File: config.mk
export PLATFORM = sky130hd
export DESIGN_NAME = adder_share_arbiter
export DESIGN_NICKNAME = d
export VERILOG_FILES = /design/src/rtl/adder_share_arbiter.sv
export SDC_FILE = /design/constraint.sdc
export NUM_CORES = 1
export LEC_CHECK = 0
export CORE_AREA = 2 2 115 139
export CTS_CLUSTER_DIAMETER = 30
export DETAILED_ROUTE_END_ITERATION = 12
export DIE_AREA = 0 0 117 141
export PLACE_DENSITY = 0.79
export SLEW_MARGIN = 20
export SYNTH_ARGS = -nofsm -noshare
export SYNTH_HDL_FRONTEND = slang
export SYNTH_SLANG_ARGS = --single-unit
File: constraint.sdc
create_clock -name clk -period 4.53 [get_ports clk]
set_input_delay 0.906 -clock clk [delete_from_list [all_inputs] [get_ports clk]]
set_output_delay 0.906 -clock clk [all_outputs]
set_load 0.01 [all_outputs]
File: src/rtl/adder_share_arbiter.sv
// ============================================================================
// adder_share_arbiter
// ----------------------------------------------------------------------------
// Purpose:
//   Shares one 32-bit adder among NREQ requesters, such as PC+4, branch
//   target and load/store address generation. A round-robin arbiter picks
//   one valid requester per cycle. The winner's a+b goes into a single-entry
//   output slot one cycle later. The slot is tagged with the requester index
//   and drained by a valid/ready consumer. The slot can drain and refill in
//   the same cycle, so the adder can produce one result every cycle.
//
// Parameters:
//   NREQ  number of requesters (2..8)
//   IDW   width of rsp_id, 2**IDW >= NREQ
//
// Ports:
//   clk        in   1        rising-edge clock
//   rst_n      in   1        synchronous reset, active-low
//   req_valid  in   NREQ     requester i presents valid operands
//   req_ready  out  NREQ     requester i accepted this cycle (one-hot or zero)
//   req_a      in   NREQ*32  operand A, requester i at [32*i+31:32*i]
//   req_b      in   NREQ*32  operand B, same packing
//   rsp_valid  out  1        output slot holds a result
//   rsp_ready  in   1        consumer takes the result this cycle
//   rsp_id     out  IDW      requester index that owns rsp_sum
//   rsp_sum    out  32       a+b modulo 2**32
//   rsp_carry  out  1        carry out of bit 31   (ADDER_ARB_FLAGS_EN only)
//   rsp_ovf    out  1        signed overflow       (ADDER_ARB_FLAGS_EN only)
//
// Configuration macro:
//   ADDER_ARB_FLAGS_EN  adds the registered rsp_carry / rsp_ovf outputs.
//                       When it is undefined the carry is discarded.
// ============================================================================
module adder_share_arbiter #(
    parameter int NREQ = 4,
    parameter int IDW  = 2
) (
    input  logic                 clk,
    input  logic                 rst_n,
    input  logic [NREQ-1:0]      req_valid,
    output logic [NREQ-1:0]      req_ready,
    input  logic [NREQ*32-1:0]   req_a,
    input  logic [NREQ*32-1:0]   req_b,
    output logic                 rsp_valid,
    input  logic                 rsp_ready,
    output logic [IDW-1:0]       rsp_id,
`ifdef ADDER_ARB_FLAGS_EN
    output logic                 rsp_carry,
    output logic                 rsp_ovf,
`endif
    output logic [31:0]          rsp_sum
);

    typedef enum logic {
        SLOT_EMPTY = 1'b0,
        SLOT_FULL  = 1'b1
    } slot_state_t;

    slot_state_t      state;
    logic [IDW-1:0]   ptr;
    logic             slot_free;
    logic             grant_found;
    logic [IDW-1:0]   grant_idx;
    logic [IDW-1:0]   ptr_next;
    int               scan_idx;
    int               next_idx;
    logic [31:0]      sel_a;
    logic [31:0]      sel_b;
`ifdef ADDER_ARB_FLAGS_EN
    logic [32:0]      sum_wide;
    logic             sum_ovf;
`else
    logic [31:0]      sum_wide;
`endif

    // The slot can take a new result when it is empty, or when the consumer
    // is draining it in this same cycle.
    always_comb begin
        slot_free = !rsp_valid || rsp_ready;
    end

    // Round-robin search. Start at ptr and walk upward, wrapping at NREQ-1.
    // The first valid requester found wins. The index arithmetic is done in
    // int so that a non-power-of-two NREQ still wraps correctly.
    always_comb begin
        grant_found = 1'b0;
        grant_idx   = '0;
        scan_idx    = 0;
        for (int k = 0; k < NREQ; k++) begin
            scan_idx = int'(ptr) + k;
            if (scan_idx >= NREQ) begin
                scan_idx = scan_idx - NREQ;
            end
            if (!grant_found && req_valid[scan_idx[IDW-1:0]]) begin
                grant_found = 1'b1;
                grant_idx   = scan_idx[IDW-1:0];
            end
        end
    end

    // Grants are issued only out of reset and only when the slot can take
    // the result. Gating with rst_n keeps every req_ready low during reset,
    // even though the slot registers only clear at the clock edge.
    always_comb begin
        req_ready = '0;
        if (rst_n && slot_free && grant_found) begin
            req_ready[grant_idx] = 1'b1;
        end
    end

    // The pointer moves to the requester after the winner, so the winner
    // gets the lowest priority on the next search.
    always_comb begin
        next_idx = int'(grant_idx) + 1;
        if (next_idx >= NREQ) begin
            next_idx = 0;
        end
        ptr_next = next_idx[IDW-1:0];
    end

    // Operand mux. The loop index is a constant, so each part-select is
    // static and compares against the winning index.
    always_comb begin
        sel_a = '0;
        sel_b = '0;
        for (int i = 0; i < NREQ; i++) begin
            if (int'(grant_idx) == i) begin
                sel_a = req_a[32*i +: 32];
                sel_b = req_b[32*i +: 32];
            end
        end
    end

    // The shared adder. When the flag outputs are built, the add is widened
    // to 33 bits so the carry out of bit 31 is available. Signed overflow
    // means both operands have the same sign and the sign of the result
    // differs from it.
`ifdef ADDER_ARB_FLAGS_EN
    always_comb begin
        sum_wide = {1'b0, sel_a} + {1'b0, sel_b};
        sum_ovf  = (sel_a[31] == sel_b[31]) && (sum_wide[31] != sel_a[31]);
    end
`else
    always_comb begin
        sum_wide = sel_a + sel_b;
    end
`endif

    // Slot FSM and all registered outputs.
    // EMPTY -> FULL when a request is granted.
    // FULL stays FULL while held, or when it drains and refills together.
    // FULL -> EMPTY on a drain without a new grant. rsp_id and rsp_sum keep
    // their last values after a drain.
    // On reset the slot contents are dropped and the pointer goes back to 0.
    always_ff @(posedge clk) begin
        if (!rst_n) begin
            state     <= SLOT_EMPTY;
            rsp_valid <= 1'b0;
            rsp_id    <= '0;
            rsp_sum   <= '0;
            ptr       <= '0;
`ifdef ADDER_ARB_FLAGS_EN
            rsp_carry <= 1'b0;
            rsp_ovf   <= 1'b0;
`endif
        end else begin
            if (|req_ready) begin
                rsp_id  <= grant_idx;
                rsp_sum <= sum_wide[31:0];
                ptr     <= ptr_next;
`ifdef ADDER_ARB_FLAGS_EN
                rsp_carry <= sum_wide[32];
                rsp_ovf   <= sum_ovf;
`endif
            end
            case (state)
                SLOT_EMPTY: begin
                    if (|req_ready) begin
                        state     <= SLOT_FULL;
                        rsp_valid <= 1'b1;
                    end
                end
                SLOT_FULL: begin
                    if (rsp_ready && !(|req_ready)) begin
                        state     <= SLOT_EMPTY;
                        rsp_valid <= 1'b0;
                    end
                end
                default: begin
                    state     <= SLOT_EMPTY;
                    rsp_valid <= 1'b0;
                end
            endcase
        end
    end

endmodule
==> flow_summary.json, run 1 <==
{
  "drt_iter0_drc": 522,
  "postSynthNetCount": 1218,
  "tritoncts_num_sinks": 38,
  "ys_ff_latch": 38,
  "cts_buf_count": 5,
  "detailedPlacementHpwl_um": 18800,
  "post_dp_cell_area_mm2": 0.00955,
  "drv_slew": 0,
  "yosys_most_used_dff": "dfxtp_1",
  "clkTransAtPathRegs_ns": 0.06,
  "hp-class": "register to register",
  "r2r_start": "ptr[1]",
  "fp.coreArea_mm2": 0.0153,
  "worstMarginPinSlew_ns": 0.629,
  "antenna_violations_before_repair": 0,
  "r2r_cells": 21,
  "worstSetupEndpointType": "register",
  "whs_endpoint": "rsp_sum[19]",
  "worstPathRequired_ns": 4.68,
  "drive_gt1_share_pct": 17.3,
  "start_kind": "input pin",
  "vias_per_cell": 5.14,
  "tns_ns": 0,
  "route.final.wire_length_um": 23600,
  "pin_count_of_the_biggest_net_entering_global_routing": 47,
  "first_pass_grt_wire_length_um": 36100,
  "route.detailed.drc": 0,
  "yosys_warnings": 0,
  "root_buffer": "clkbuf_16",
  "final_period_util_pct": 97.3,
  "chipWidth_um": 117,
  "design.final.nets": 1630,
  "arrival_worst_endpoint_ns": 4.56,
  "gp_congestion": 0.913,
  "cap_viol_max_count": 0,
  "timing.critical_path.fanout_max": 6,
  "min_period_ns": 4.41,
  "count_of_hold_buffers_inserted_by_post_cts_repair": 0,
  "hold_path_startpoint": "rsp_sum[19]",
  "grt_usage_pct": 27.3,
  "syn_area_mm2": 0.00535,
  "maxSlewHeadroom_pct": 58.1,
  "htree_num_levels": 2,
  "stdcell_count": 1540,
  "crit_type": "input pin to register",
  "synth-edff-count": 0,
  "power.ir.vdd_worst_mv": 0.175,
  "clock_latency_late_sink_ns": 0.28,
  "globalRouteOverflowTotal": 0,
  "total_leakage_power_nw": 4.27,
  "ant_nets": 0,
  "timing.hold.worst_path_depth": 2,
  "height_of_the_die_um": 141,
  "drt_pass1_iterations": 6,
  "pwr_density_cell_mw_per_mm2": 428,
  "fp.dieArea_mm2": 0.0165,
  "hold_violations": 0,
  "final_core_utilization_pct": 66.4,
  "synth-async-reset-ratio_pct": 0,
  "placement.io_buffers": 301,
  "post-place-cells": 1510,
  "vias_post_dr": 7911,
  "floorplan.initialDensity_pct": 34.9,
  "outcome": "finished clean",
  "syn-mean-instance-area_um2": 5.82,
  "syn2layout_area_growth_pct": 90.5,
  "pin_count": 302,
  "synth.yosys.seq_area_share_pct": 14.2,
  "ctsLongestPathBuffers": 2,
  "antenna-diode-count": 0,
  "wire_per_inst_um": 15.3,
  "ys_types": 59,
  "netlist_instances": 919,
  "report.final.setup_viol": 0,
  "clock-skew-final_ns": 0.00221,
  "fmax_mhz": 227,
  "grt_pass1_vias": 7500,
  "fillerInstances": 1337,
  "r2r_setup_slack_ns": 0.48,
  "num_rows": 50,
  "post-route-cell-area_mm2": 0.0102,
  "r2r_end": "rsp_sum[20]",
  "cts_tree": "done"
}
-- cells in the final DEF (no fill, tap or decap), types with 4 or more instances in the layout --
master / n
a21o_1: 7
o21ai_1: 18
nand2_1: 181
o211ai_1: 4
nor2_1: 148
nand3_1: 21
a21oi_2: 13
nand4_1: 4
ha_1: 30
buf_12: 7
o21bai_1: 4
xor2_1: 14
xnor2_1: 10
and2_1: 8
a21oi_1: 167
o21ai_0: 75
ha_4: 4
inv_1: 9
buf_4: 151
clkbuf_16: 5
buf_6: 8
nor3_1: 9
nand2b_1: 4
clkdlybuf4s50_1: 297
dfxtp_1: 38
o21a_1: 6
nor2b_1: 4
a31oi_1: 8
and3_1: 7
-- cell type report --
type	count	area, um^2	share of cell area (%)
sequential	38	761	7.47
multi-input combinational	805	4530	44.5
clock buffer	5	125	1.23
timing repair buffer	470	4430	43.5
clock inverter	3	40.0	0.393
tap	208	260	2.56
inverter	11	41.3	0.405
-- flip-flops by register name (all words and copies together) (netlist names) --
signal and count:
state 1, ptr 2, rsp_sum 32, rsp_id 2, rsp_valid 1
-- power breakdown --
| part | total (mW) | switching (mW) | internal (mW) |
|---|---|---|---|
| registers | 0.500 | 0.0618 | 0.438 |
| clock network | 0.388 | 0.131 | 0.257 |
| logic | 3.47 | 1.73 | 1.74 |
-- Yosys cell counts (5+ instances only) --
library cell  number  share of area, %
a21o_1             7              0.98
o21ai_0           92               8.6
nor3_1            12               1.1
ha_1              35               8.2
and2_1             8              0.94
o21a_1             6              0.84
clkbuf_1          45               3.2
a31oi_1           10               1.2
a21oi_1          180                17
o2111ai_1          5              0.82
xnor2_1           10               1.6
buf_1             12              0.84
nand2_1          182                13
dfxtp_1           38                14
nand3_1           21               2.0
nor2_1           149                10
inv_1             11              0.77
and3_1             8              0.94
xor2_1            14               2.3
-- repair_timing --
action,CTS,global route
cloned,3,0
gates resized for setup,38,42
pin swaps,14,24
buffers inserted,6,13
endpoints found under the setup margin,26,22
-- metal layers --
metal	part of all wire, %	global-route usage [%]	vias up	wire (um)
met3	6.8	3.57	50	1600
met5	0	0	-	0
met2	50	48.6	338	11800
li1	-	-	4020	-
met4	2.7	6.87	0	645
met1	40	34.2	3503	9540
-- logic make-up (layout without fill, tap and decap cells) --
kind of cell    Yosys count  after routing  share of synthesized area [%]
simple gates            408            408                           32.0
compound gates          334            334                           34.7
buf+inv                  76            489                           6.04
flops                    38             38                           14.2
fa+ha+maj                36             36                           8.57
xor+xnor                 24             24                           3.93
mux                       3              3                          0.562
-- per-stage QoR --
stage | hold slack, ns | setup slack (ns) | power (mW)
CTS | 0.451 | 0.130 | 4.14
finish | 0.447 | 0.123 | 4.36
global placement | 0.438 | -0.623 | 3.56
detailed placement | 0.445 | -0.664 | 3.61
global route | 0.474 | -0.0393 | 4.69
floorplan | 0.454 | 0.0181 | 2.12
-- how the worst max path moves through the flow --
stage | end | slack, ns | depth (start not counted) | startpoint
finish | rsp_sum[20] | 0.12 | 22 | req_valid[2]
global route | rsp_sum[20] | -0.04 | 22 | req_valid[2]
CTS | rsp_sum[12] | 0.13 | 20 | req_valid[0]
detailed placement | rsp_sum[31] | -0.66 | 24 | req_valid[0]
global placement | rsp_sum[31] | -0.62 | 24 | req_valid[0]
floorplan | rsp_sum[30] | 0.02 | 22 | req_valid[2]
-- critical path, stage by stage --
cell and delay, ns:
dlygate4sd2_1 0.26, nand2b_1 0.09, a21oi_2 0.06, a311oi_2 0.23, buf_4 0.17, buf_4 0.11
ha_4 0.22, buf_4 0.15, buf_2 0.15, nor2_1 0.06, a21oi_1 0.12, nor2_1 0.05
a21oi_1 0.11, o21ai_1 0.12, fa_2 0.42, a21o_1 0.19, a221oi_4 0.28, o211a_4 0.24
a22o_4 0.17, o21ai_1 0.09, xnor2_1 0.22, o21ai_0 0.13
Power figures use the tool's default switching activity.
==> run 2, diff against run 1 <==
Settings changed: PLACE_DENSITY 0.79 to not set, PLACE_DENSITY_LB_ADDON set to 0.08.
==> run 2 against run 1 <==
  * Die area unchanged
  * Clock power decreased by 14%
  * Cell count shrank 0.71%
  * Critical path depth is 2 higher
  * First-iteration DRC count is 27% lower
  * Clock skew increased by 0.0032 ns
==> flow_summary.json, run 2 (same netlist as run 1, synthesis figures left out) <==
{
  "outcome": "finished clean",
  "top_library_cells_by_usage_in_the_layout_fill_and_taps_aside": "297 x clkdlybuf4s50_1, 182 x nand2_1, 166 x a21oi_1, 148 x nor2_1, 139 x buf_4",
  "drv_slew": 0,
  "worstSetupEndpointType": "register",
  "detailedPlacementHpwl_um": 19100,
  "hold_violations": 0,
  "m1WireLength_um": 10200,
  "height_of_the_die_um": 141,
  "cts_tree": "done",
  "clkTransAtPathRegs_ns": 0.05,
  "cap_viol_max_count": 0,
  "tritoncts_num_sinks": 38,
  "globalRouteOverflowTotal": 0,
  "arrival_worst_endpoint_ns": 4.49,
  "fp.coreArea_mm2": 0.0153,
  "drive_gt1_share_pct": 17.4,
  "mostFrequentLayoutCell": "clkdlybuf4s50_1",
  "pin_count": 302,
  "drt_iter0_drc": 379,
  "route.detailed.drc": 0,
  "num_rows": 50,
  "vias_per_cell": 5.01,
  "chipWidth_um": 117,
  "pwr_density_cell_mw_per_mm2": 421,
  "timing.critical_path.fanout_max": 6,
  "r2r_setup_slack_ns": 0.42,
  "fillerInstances": 1406,
  "gp_congestion": 0.902,
  "max_reg_flops": 32,
  "first_pass_grt_wire_length_um": 35000,
  "placement.io_buffers": 301,
  "wl_met2_um": 12000,
  "total_leakage_power_nw": 4.24,
  "clock-skew-final_ns": 0.00545,
  "critPathLaunch": "req_valid[0]",
  "dr_wl_met3_um": 1360,
  "report.final.setup_viol": 0,
  "count_of_hold_buffers_inserted_by_post_cts_repair": 0,
  "cts_buf_count": 5,
  "grt_usage_pct": 26.7,
  "min_period_ns": 4.33,
  "routed.top_layer": "met5",
  "ctsLongestPathBuffers": 2,
  "r2r_end": "rsp_sum[20]",
  "r2r_start": "ptr[1]",
  "crit_type": "input pin to register",
  "wire_per_inst_um": 15.7,
  "worstMarginPinSlew_ns": 0.517,
  "ant_nets": 0,
  "drt_pass1_iterations": 5,
  "clock_latency_late_sink_ns": 0.28,
  "fin_worst_hold_slack_ns": 0.449,
  "syn2layout_area_growth_pct": 91.6,
  "post-route-cell-area_mm2": 0.0102,
  "top_regs": "rsp_sum: 32 flops, ptr: 2 flops, rsp_id: 2 flops",
  "final_period_util_pct": 95.6,
  "hold_path_startpoint": "rsp_sum[6]",
  "root_buffer": "clkbuf_16",
  "floorplan.initialDensity_pct": 34.9,
  "whs_endpoint": "rsp_sum[6]",
  "timing.hold.worst_path_depth": 2,
  "start_kind": "input pin",
  "grt_pass1_vias": 7119,
  "fmax_mhz": 231,
  "vias_post_dr": 7659,
  "r2r_cells": 23,
  "pin_count_of_the_biggest_net_entering_global_routing": 61,
  "htree_num_levels": 2,
  "worstPathRequired_ns": 4.69,
  "route.final.wire_length_um": 24000,
  "power.ir.vdd_worst_mv": 0.273,
  "maxSlewHeadroom_pct": 65.5,
  "post_dp_cell_area_mm2": 0.00955,
  "design.final.nets": 1619,
  "fp.dieArea_mm2": 0.0165,
  "antenna_violations_before_repair": 2,
  "registers.top_by_ff_count": "rsp_sum",
  "hp-class": "register to register"
}
==> run 2: changes by cell type in the layout (fill, tap and decap cells not counted), moves of 4 or more <==
cell,before,now
buf_4,151,139
buf_6,8,3
clkbuf_16,5,9
ha_1,30,26
o21ai_0,75,65
o21ai_1,18,25
==> run 2: worst max path at each step <==
| stage | endpoint |
|---|---|
| floorplan | rsp_sum[30] |
| global placement | rsp_sum[31] |
| detailed placement | rsp_sum[31] |
| CTS | rsp_sum[12] |
| global route | rsp_sum[10] |
| finish | rsp_sum[20] |
==> run 2: critical path, stage by stage <==
cell and delay (ns):
clkbuf_2 0.12, mux2i_1 0.13, nor2_1 0.07, a311oi_2 0.19, buf_4 0.16, inv_1 0.07
ha_4 0.17, buf_12 0.14, buf_6 0.14, nand2_1 0.07, nor2_1 0.04, a21oi_1 0.11
nor2_1 0.05, a21oi_1 0.13, o21ai_1 0.09, ha_2 0.19, fa_2 0.34, a21o_1 0.21
a221oi_2 0.29, o211a_4 0.27, a22o_2 0.21, o21ai_1 0.08, xnor2_1 0.21, o21ai_0 0.10
==> run 2: layer usage <==
layer  global-route usage, %  up-vias
li1                        -     4009
met1                    34.2     3368
met2                    47.3      251
met3                    3.53       29
met4                    5.39        2
met5                       0        -
==> run 2: repair_timing <==
| action | CTS | global route |
|---|---|---|
| setup buffers | 1 | 16 |
| setup endpoints to repair | 21 | 23 |
| gates cloned | 0 | 4 |
| resized for setup | 29 | 77 |
| pin swaps | 11 | 32 |
==> run 2: power by group <==
| group | switching [mW] | internal, mW |
|---|---|---|
| clock network | 0.132 | 0.201 |
| registers | 0.0569 | 0.438 |
| logic | 1.72 | 1.76 |
==> run 2: stage by stage <==
step	setup TNS [ns]	cells	utilization (%)	setup WS, ns	power, mW
6_report	0	1529	66.8	0.199	4.31
5_1_grt	-0.00881	1528	66.8	-0.00515	4.67
4_1_cts	0	1508	63.6	0.119	4.00
3_5_place_dp	-9.94	1500	62.3	-0.523	3.59
3_3_place_gp	-8.54	1500	62.3	-0.497	3.56
2_1_floorplan	0	919	-	0.0181	2.12
==> run 2: cell type report <==
class / count / area, um^2 / area share, %
Timing Repair Buffer: 459 / 4430 / 43.2
Sequential cell: 38 / 761 / 7.43
Antenna cell: 1 / 2.50 / 0.0244
Inverter: 11 / 41.3 / 0.403
Clock buffer: 7 / 133 / 1.30
Multi-Input combinational cell: 805 / 4620 / 45.1
Tap cell: 208 / 260 / 2.54
==> run 3, diff against run 2 <==
Settings changed: SLEW_MARGIN 20 to 30.
==> results of run 3 <==
Final layout, timing and power as in run 2 (identical DEF).
